$ cat config.mk
export PLATFORM = sky130hd
export DESIGN_NAME = cache_tag_store
export DESIGN_NICKNAME = d
export VERILOG_FILES = /design/src/rtl/tag_store_pkg.sv /design/src/rtl/sram_1w1r_model.sv /design/src/rtl/cache_tag_store.sv
export SDC_FILE = /design/constraint.sdc
export NUM_CORES = 2
export LEC_CHECK = 0
export ABC_AREA = 1
export BUFFER_PORTS_ARGS = -buffer_cell sky130_fd_sc_hd__buf_4
export CAP_MARGIN = 20
export CELL_PAD_IN_SITES_DETAIL_PLACEMENT = 1
export CELL_PAD_IN_SITES_GLOBAL_PLACEMENT = 2
export CORE_MARGIN = 2
export CORE_UTILIZATION = 30
export CTS_CLUSTER_DIAMETER = 30
export CTS_CLUSTER_SIZE = 28
export DETAILED_ROUTE_END_ITERATION = 10
export PLACE_DENSITY_LB_ADDON = 0.2
export SLEW_MARGIN = 10
export SYNTH_ARGS = -nofsm -noshare
export SYNTH_HDL_FRONTEND = slang
export SYNTH_SLANG_ARGS = --single-unit
$ cat constraint.sdc
create_clock -name clk -period 4 [get_ports clk]
set_input_delay 0 -clock clk [delete_from_list [all_inputs] [get_ports clk]]
set_output_delay 0 -clock clk [all_outputs]
set_load 0.01 [all_outputs]
$ cat src/rtl/tag_store_pkg.sv
// Shared types and sizing helpers for the cache tag store.
// Optional write-to-read bypass: define TAG_STORE_BYPASS_EN.
package tag_store_pkg;

    typedef enum logic {
        SWEEP = 1'b0,
        IDLE  = 1'b1
    } ts_state_e;

    localparam int TAG_W_DEF = 23;
    localparam int SETS_DEF  = 16;
    localparam int WAYS_DEF  = 4;

    function automatic int set_w(input int sets);
        return (sets > 1) ? $clog2(sets) : 1;
    endfunction

    function automatic int entry_w(input int tag_w);
        return tag_w + 1;
    endfunction

endpackage

$ cat src/rtl/sram_1w1r_model.sv
// Generic 1W1R memory, per-way write mask, registered read.
// A read and write to the same address in one cycle returns old data.
module sram_1w1r_model #(
    parameter int DEPTH = 16,
    parameter int AW    = 4,
    parameter int WAYS  = 4,
    parameter int EW    = 24
) (
    input  logic               clk,
    input  logic               rst_n,
    input  logic               we,
    input  logic [AW-1:0]      waddr,
    input  logic [WAYS-1:0]    wmask,
    input  logic [WAYS*EW-1:0] wdata,
    input  logic               re,
    input  logic [AW-1:0]      raddr,
    output logic [WAYS*EW-1:0] rdata
);

    logic [WAYS*EW-1:0] mem_q [DEPTH];
    logic [WAYS*EW-1:0] rd_data_d;
    logic [WAYS*EW-1:0] rd_data_q;

    always_ff @(posedge clk) begin
        if (we) begin
            for (int w = 0; w < WAYS; w++) begin
                if (wmask[w]) begin
                    mem_q[waddr][w*EW +: EW] <= wdata[w*EW +: EW];
                end
            end
        end
    end

    // Read data holds when no read is issued.
    always_comb begin
        rd_data_d = rd_data_q;
        if (re) begin
            rd_data_d = mem_q[raddr];
        end
    end

    always_ff @(posedge clk or negedge rst_n) begin
        if (!rst_n) begin
            rd_data_q <= '0;
        end else begin
            rd_data_q <= rd_data_d;
        end
    end

    assign rdata = rd_data_q;

endmodule

$ cat src/rtl/cache_tag_store.sv
// N-way, S-set tag store with init/flush sweep and 1-cycle hit lookup.
// Optional write-to-read bypass: define TAG_STORE_BYPASS_EN.
module cache_tag_store
    import tag_store_pkg::*;
#(
    parameter int WAYS  = 4,
    parameter int SETS  = 16,
    parameter int TAG_W = 23,
    localparam int SET_W = set_w(SETS),
    localparam int EW    = entry_w(TAG_W)
) (
    input  logic                  clk,
    input  logic                  rst_n,
    input  logic                  lk_valid,
    output logic                  lk_ready,
    input  logic [SET_W-1:0]      lk_set,
    input  logic [TAG_W-1:0]      lk_tag,
    output logic                  rsp_valid,
    output logic [WAYS-1:0]       rsp_hit,
    output logic [WAYS*TAG_W-1:0] rsp_tags,
    output logic [WAYS-1:0]       rsp_vld,
    input  logic                  wr_en,
    input  logic [SET_W-1:0]      wr_set,
    input  logic [WAYS-1:0]       wr_way_mask,
    input  logic [TAG_W-1:0]      wr_tag,
    input  logic                  wr_vbit,
    input  logic                  flush_req,
    output logic                  busy
);

    typedef struct packed {
        logic             v;
        logic [TAG_W-1:0] tag;
    } tag_entry_t;

    ts_state_e state_q, state_d;
    logic [SET_W-1:0] cnt_q, cnt_d;
    logic rsp_valid_q, rsp_valid_d;
    logic [TAG_W-1:0] tag_q, tag_d;

    logic lk_fire;
    logic wr_fire;
    logic mem_we;
    logic [SET_W-1:0] mem_waddr;
    logic [WAYS-1:0] mem_wmask;
    logic [WAYS*EW-1:0] mem_wdata;
    logic [WAYS*EW-1:0] mem_rdata;

    assign lk_fire = lk_valid && lk_ready;
    assign wr_fire = wr_en && lk_ready;

    always_comb begin
        state_d   = state_q;
        cnt_d     = cnt_q;
        lk_ready  = 1'b0;
        busy      = 1'b0;
        mem_we    = 1'b0;
        mem_waddr = wr_set;
        mem_wmask = wr_way_mask;
        mem_wdata = {WAYS{wr_vbit, wr_tag}};
        unique case (state_q)
            SWEEP: begin
                busy      = 1'b1;
                mem_we    = 1'b1;
                mem_waddr = cnt_q;
                mem_wmask = '1;
                mem_wdata = '0;
                cnt_d     = cnt_q + SET_W'(1);
                if (cnt_q == SET_W'(SETS - 1)) begin
                    state_d = IDLE;
                end
            end
            IDLE: begin
                lk_ready = 1'b1;
                mem_we   = wr_en;
                if (flush_req) begin
                    state_d = SWEEP;
                    cnt_d   = '0;
                end
            end
            default: state_d = SWEEP;
        endcase
    end

    always_comb begin
        rsp_valid_d = lk_fire;
        tag_d       = lk_fire ? lk_tag : tag_q;
    end

    always_ff @(posedge clk or negedge rst_n) begin
        if (!rst_n) begin
            state_q     <= SWEEP;
            cnt_q       <= '0;
            rsp_valid_q <= 1'b0;
            tag_q       <= '0;
        end else begin
            state_q     <= state_d;
            cnt_q       <= cnt_d;
            rsp_valid_q <= rsp_valid_d;
            tag_q       <= tag_d;
        end
    end

    sram_1w1r_model #(
        .DEPTH (SETS),
        .AW    (SET_W),
        .WAYS  (WAYS),
        .EW    (EW)
    ) u_mem (
        .clk   (clk),
        .rst_n (rst_n),
        .we    (mem_we),
        .waddr (mem_waddr),
        .wmask (mem_wmask),
        .wdata (mem_wdata),
        .re    (lk_fire),
        .raddr (lk_set),
        .rdata (mem_rdata)
    );

`ifdef TAG_STORE_BYPASS_EN
    logic [WAYS-1:0] byp_mask_q, byp_mask_d;
    tag_entry_t byp_ent_q, byp_ent_d;

    // Capture same-set write alongside the lookup so the response can merge it.
    always_comb begin
        byp_mask_d = byp_mask_q;
        byp_ent_d  = byp_ent_q;
        if (lk_fire) begin
            byp_mask_d = (wr_fire && (wr_set == lk_set)) ? wr_way_mask : '0;
            byp_ent_d  = '{v: wr_vbit, tag: wr_tag};
        end
    end

    always_ff @(posedge clk or negedge rst_n) begin
        if (!rst_n) begin
            byp_mask_q <= '0;
            byp_ent_q  <= '0;
        end else begin
            byp_mask_q <= byp_mask_d;
            byp_ent_q  <= byp_ent_d;
        end
    end
`endif

    always_comb begin
        tag_entry_t ent;
        rsp_tags = '0;
        rsp_vld  = '0;
        rsp_hit  = '0;
        for (int w = 0; w < WAYS; w++) begin
            ent = tag_entry_t'(mem_rdata[w*EW +: EW]);
`ifdef TAG_STORE_BYPASS_EN
            if (byp_mask_q[w]) begin
                ent = byp_ent_q;
            end
`endif
            rsp_tags[w*TAG_W +: TAG_W] = ent.tag;
            rsp_vld[w] = ent.v;
            rsp_hit[w] = ent.v && (ent.tag == tag_q);
        end
    end

    assign rsp_valid = rsp_valid_q;

endmodule

==> results.toml <==
[floorplan]
fp.dieArea_um2 = 230000
die_h_um = 479
initial_utilization_pct = 30.2
io_pins = 167
die_w_um = 479
rows = 174
core_area_um2 = 225000

[pwr]
p_switching_mw = 21.7
swShare_pct = 29.6
seq_power_share_pct = 37.3
clkPwrFrac_pct = 46.0
peakVddDrop_mv = 0.506
power_density_nw_per_um2 = 830
p_total_mw = 73.1
power_frac_comb_pct = 16.7
p_leak_nw = 34.2
internal_power_mw = 51.5

[sta]
fin_crit_sh_pct = 80.1
slew_viol_final = 0
fmax_ghz = 0.312
worstMarginPinSlew_ns = 1.22
setup_violations = 0
fin_crit_ns = 3.20
maxSlewHeadroom_pct = 18.7
finClkSkew_ns = 0.0598
tns_ns = 0
grt_setup_unrepaired = "false"
final_hold_viol_count = 0

[synth]
syn-cell-area_um2 = 67700
postSynthCellCount = 5951
synth.avg_cell_area_um2 = 11.4
synth_top_family_by_area = "simple AND/OR/NAND/NOR gates"
seq_area_frac_synth_pct = 72.7
synth-xor-area-share_pct = 0.375
yosys.area_share.adder_pct = 0.0185
synth_compound_area_share_pct = 0.658
synthSimpleGateAreaFrac_pct = 23.0
synth.area.mux_share_pct = 0.0148
synth.net_count = 6016
ys.warnings.count = 0
ys_seq_elements = 1661
ys_types = 34

[critical_path]
cp.arrival_ns = 3.20
crit_buf_inv = 2
r2r-end = "u_mem.mem_q[7][40]"
startpoint_type = "register"
setup.worst_path.end = "rsp_hit[2]"
crit_type = "reg -> out"
crit_cells = 9
crit_family = "simple AND/OR/NAND/NOR gates"
reg2reg_depth = 5
crit_path_end_kind = "primary output"
worstSetupStartpoint = "tag_q[11]"
worstPathRequired_ns = 4.00
r2r_start = "state_q"
crit_fanout = 5
crit_slowest_cell = "dfrtp_1"
crit_path_max_incr_delay_ns = 0.68
rrSetupSlack_ns = 0.80
crit_top_cell = "nand2_1"
crit_chain = "inv_1 > nand2_1 > nand2_1 > nor2_1 > nand2_1 > nor2_1 > nand2_1 > nor2_1 > buf_4"

[detailed_routing]
avgRoutedWirePerCell_um = 24.9
vias = 47300
viasPerCell = 4.83
first_pass_iters = 7
routed_wl_mm = 243
route.detailed.drc = 0
postRouteAntennaNets = 0
drtIter0Drc = 2944

[run]
drv_cap = 0

[clock_tree]
insertion_delay_ns = 0.97
cts.reportedPaths.clkPinSlew_ns = 0.04
cts_made_buffers = 430
root_buffer = "clkbuf_16"
clockBufferDepth = 4
cts.sinks = 1661
post_cts_resized = 0
cts-htree-levels = 5
cts_tree = "built"

[global_route]
top_usage_layer = "met2"
antenna_found_initial = 5
grt_max_degree = 165
grt_pass1_vias = 49300
grt_use_met3_pct = 3.22
track_usage_pct = 21.0
met1_usage_pct = 28.0
grt_pass1_wl_mm = 351
grt_overflow = 0
grt_use_met2_pct = 34.0

[placed_design]
place_area_um2 = 73000
portBuffers = 166
dpl.cell_count = 8905
dp.final_hpwl_mm = 147
gp_congestion = 0.803

[layout]
final_common_cell = "nand2_1"
syn_to_final_growth_pct = 30.1
layoutNonFillerInstCount = 9788
fin_nets = 6497
stdcell_area_um2 = 88100
utilization_pct = 39.2
drive_above_1_share_pct = 15.8
layout_common_cells = "nand2_1, edfxtp_1, nand3_1"

[status]
status = "finished, final reports clean"

[hold_path]
hold_path.class = "in -> reg"
tightest hold or removal path, delay by kind of cell:
| kind | cells | cell delay [ns] |
|---|---|---|
| muxes | 1 | 0.14 |
| AOI/OAI and AO/OA | 1 | 0.09 |
| buffers and inverters | 3 | 0.74 |
cell type report:
cell class              instances  area [um^2]
repair buffers                404         3750
diodes                          8         20.0
well taps                    2992         3740
clock inverters               256         2720
flip-flops and latches       1661        49300
clock buffers                 532        11500
inverters                      68          289
fillers                     23900       137000
multi-input cells            3867        16800
power by group through the flow:
stage / clock, mW / sequential [mW] / combinational, mW
floorplan: 0 / 26.7 / 5.97
global placement: 0 / 27.5 / 12.2
detailed placement: 0 / 27.6 / 12.4
CTS: 34.1 / 27.4 / 12.5
global route: 35.1 / 27.6 / 13.3
finish: 33.7 / 27.3 / 12.2
stage by stage:
stage | hold WS (ns) | setup WS [ns]
after floorplan | -0.296 | 1.26
after CTS | 0.00516 | 0.552
final | 0.0641 | 0.795
after global placement | 0.0421 | 0.888
after global routing | 0.0619 | 0.570
after detailed placement | 0.0424 | 0.826
state kept, by name, summed over array words and instances, names as in the netlist:
name	cells
tag_q	23
state_q	1
u_mem.mem_q	1536
rsp_valid	1
cnt_q	4
u_mem.rdata	96
cells in the mapped netlist:
cell type     n  area, um^2
xor2_1        6        52.6
nor2_2        2        12.5
dfrtp_1     125        3130
a21oi_1       5        25.0
buf_1        29         109
o22ai_1      11        68.8
nor3b_1       1        7.51
clkinv_1      2        7.51
xnor2_1      23         201
nand4_1       5        31.3
buf_6        35         394
inv_2         4        15.0
clkbuf_4      1        7.51
o21ai_1       1        5.00
o211ai_1      3        22.5
clkbuf_1     83         312
buf_4        20         150
o221ai_1      1        8.76
ha_1          1        12.5
mux2i_1       1        10.0
buf_8         1        15.0
inv_1        62         233
o31ai_1       1        7.51
edfxtp_1   1536       46100
o21ai_2       1        8.76
nand2_1    2469        9270
or2_2         8        50.1
nand3_1    1159        5800
nor2_1      110         413
o21ai_0      53         265
o21a_1        1        7.51
nor3_1        2        10.0
buf_2       186         931
o2111ai_1     3        26.3
repair_timing:
item | in CTS | in global routing
hold buffers | 85 | 1
endpoints found under the hold margin | 1299 | 37
setup buffers | 0 | 0
worst min path at each step:
stage,cells after the start,slack [ns],start,end
after CTS,6,0.005,wr_set[0],u_mem.mem_q[8][81]
after floorplan,0,-0.30,rst_n,cnt_q[0]
final,5,0.06,flush_req,cnt_q[3]
after global placement,1,0.04,rst_n,u_mem.rdata[6]
after global routing,5,0.06,flush_req,cnt_q[3]
after detailed placement,1,0.04,rst_n,u_mem.rdata[6]
kinds of logic (layout without fill, tap and decap cells):
family	Yosys count	count (layout)
and+or+nand+nor	3756	3756
xor gates and xnor gates	29	29
muxes	1	1
DFF	1661	1661
adders and majority gates	1	1
other	0	8
AOI/OAI and AO/OA	80	80
buffers and inverters	423	1260
routing by layer:
| metal | up-vias | share of wire (%) |
|---|---|---|
| met5 | - | 0 |
| met4 | 0 | 3.9 |
| met3 | 344 | 3.6 |
| met2 | 961 | 47 |
| met1 | 24300 | 45 |
| li1 | 21700 | - |
No activity file was read; power rests on OpenSTA's default activity.
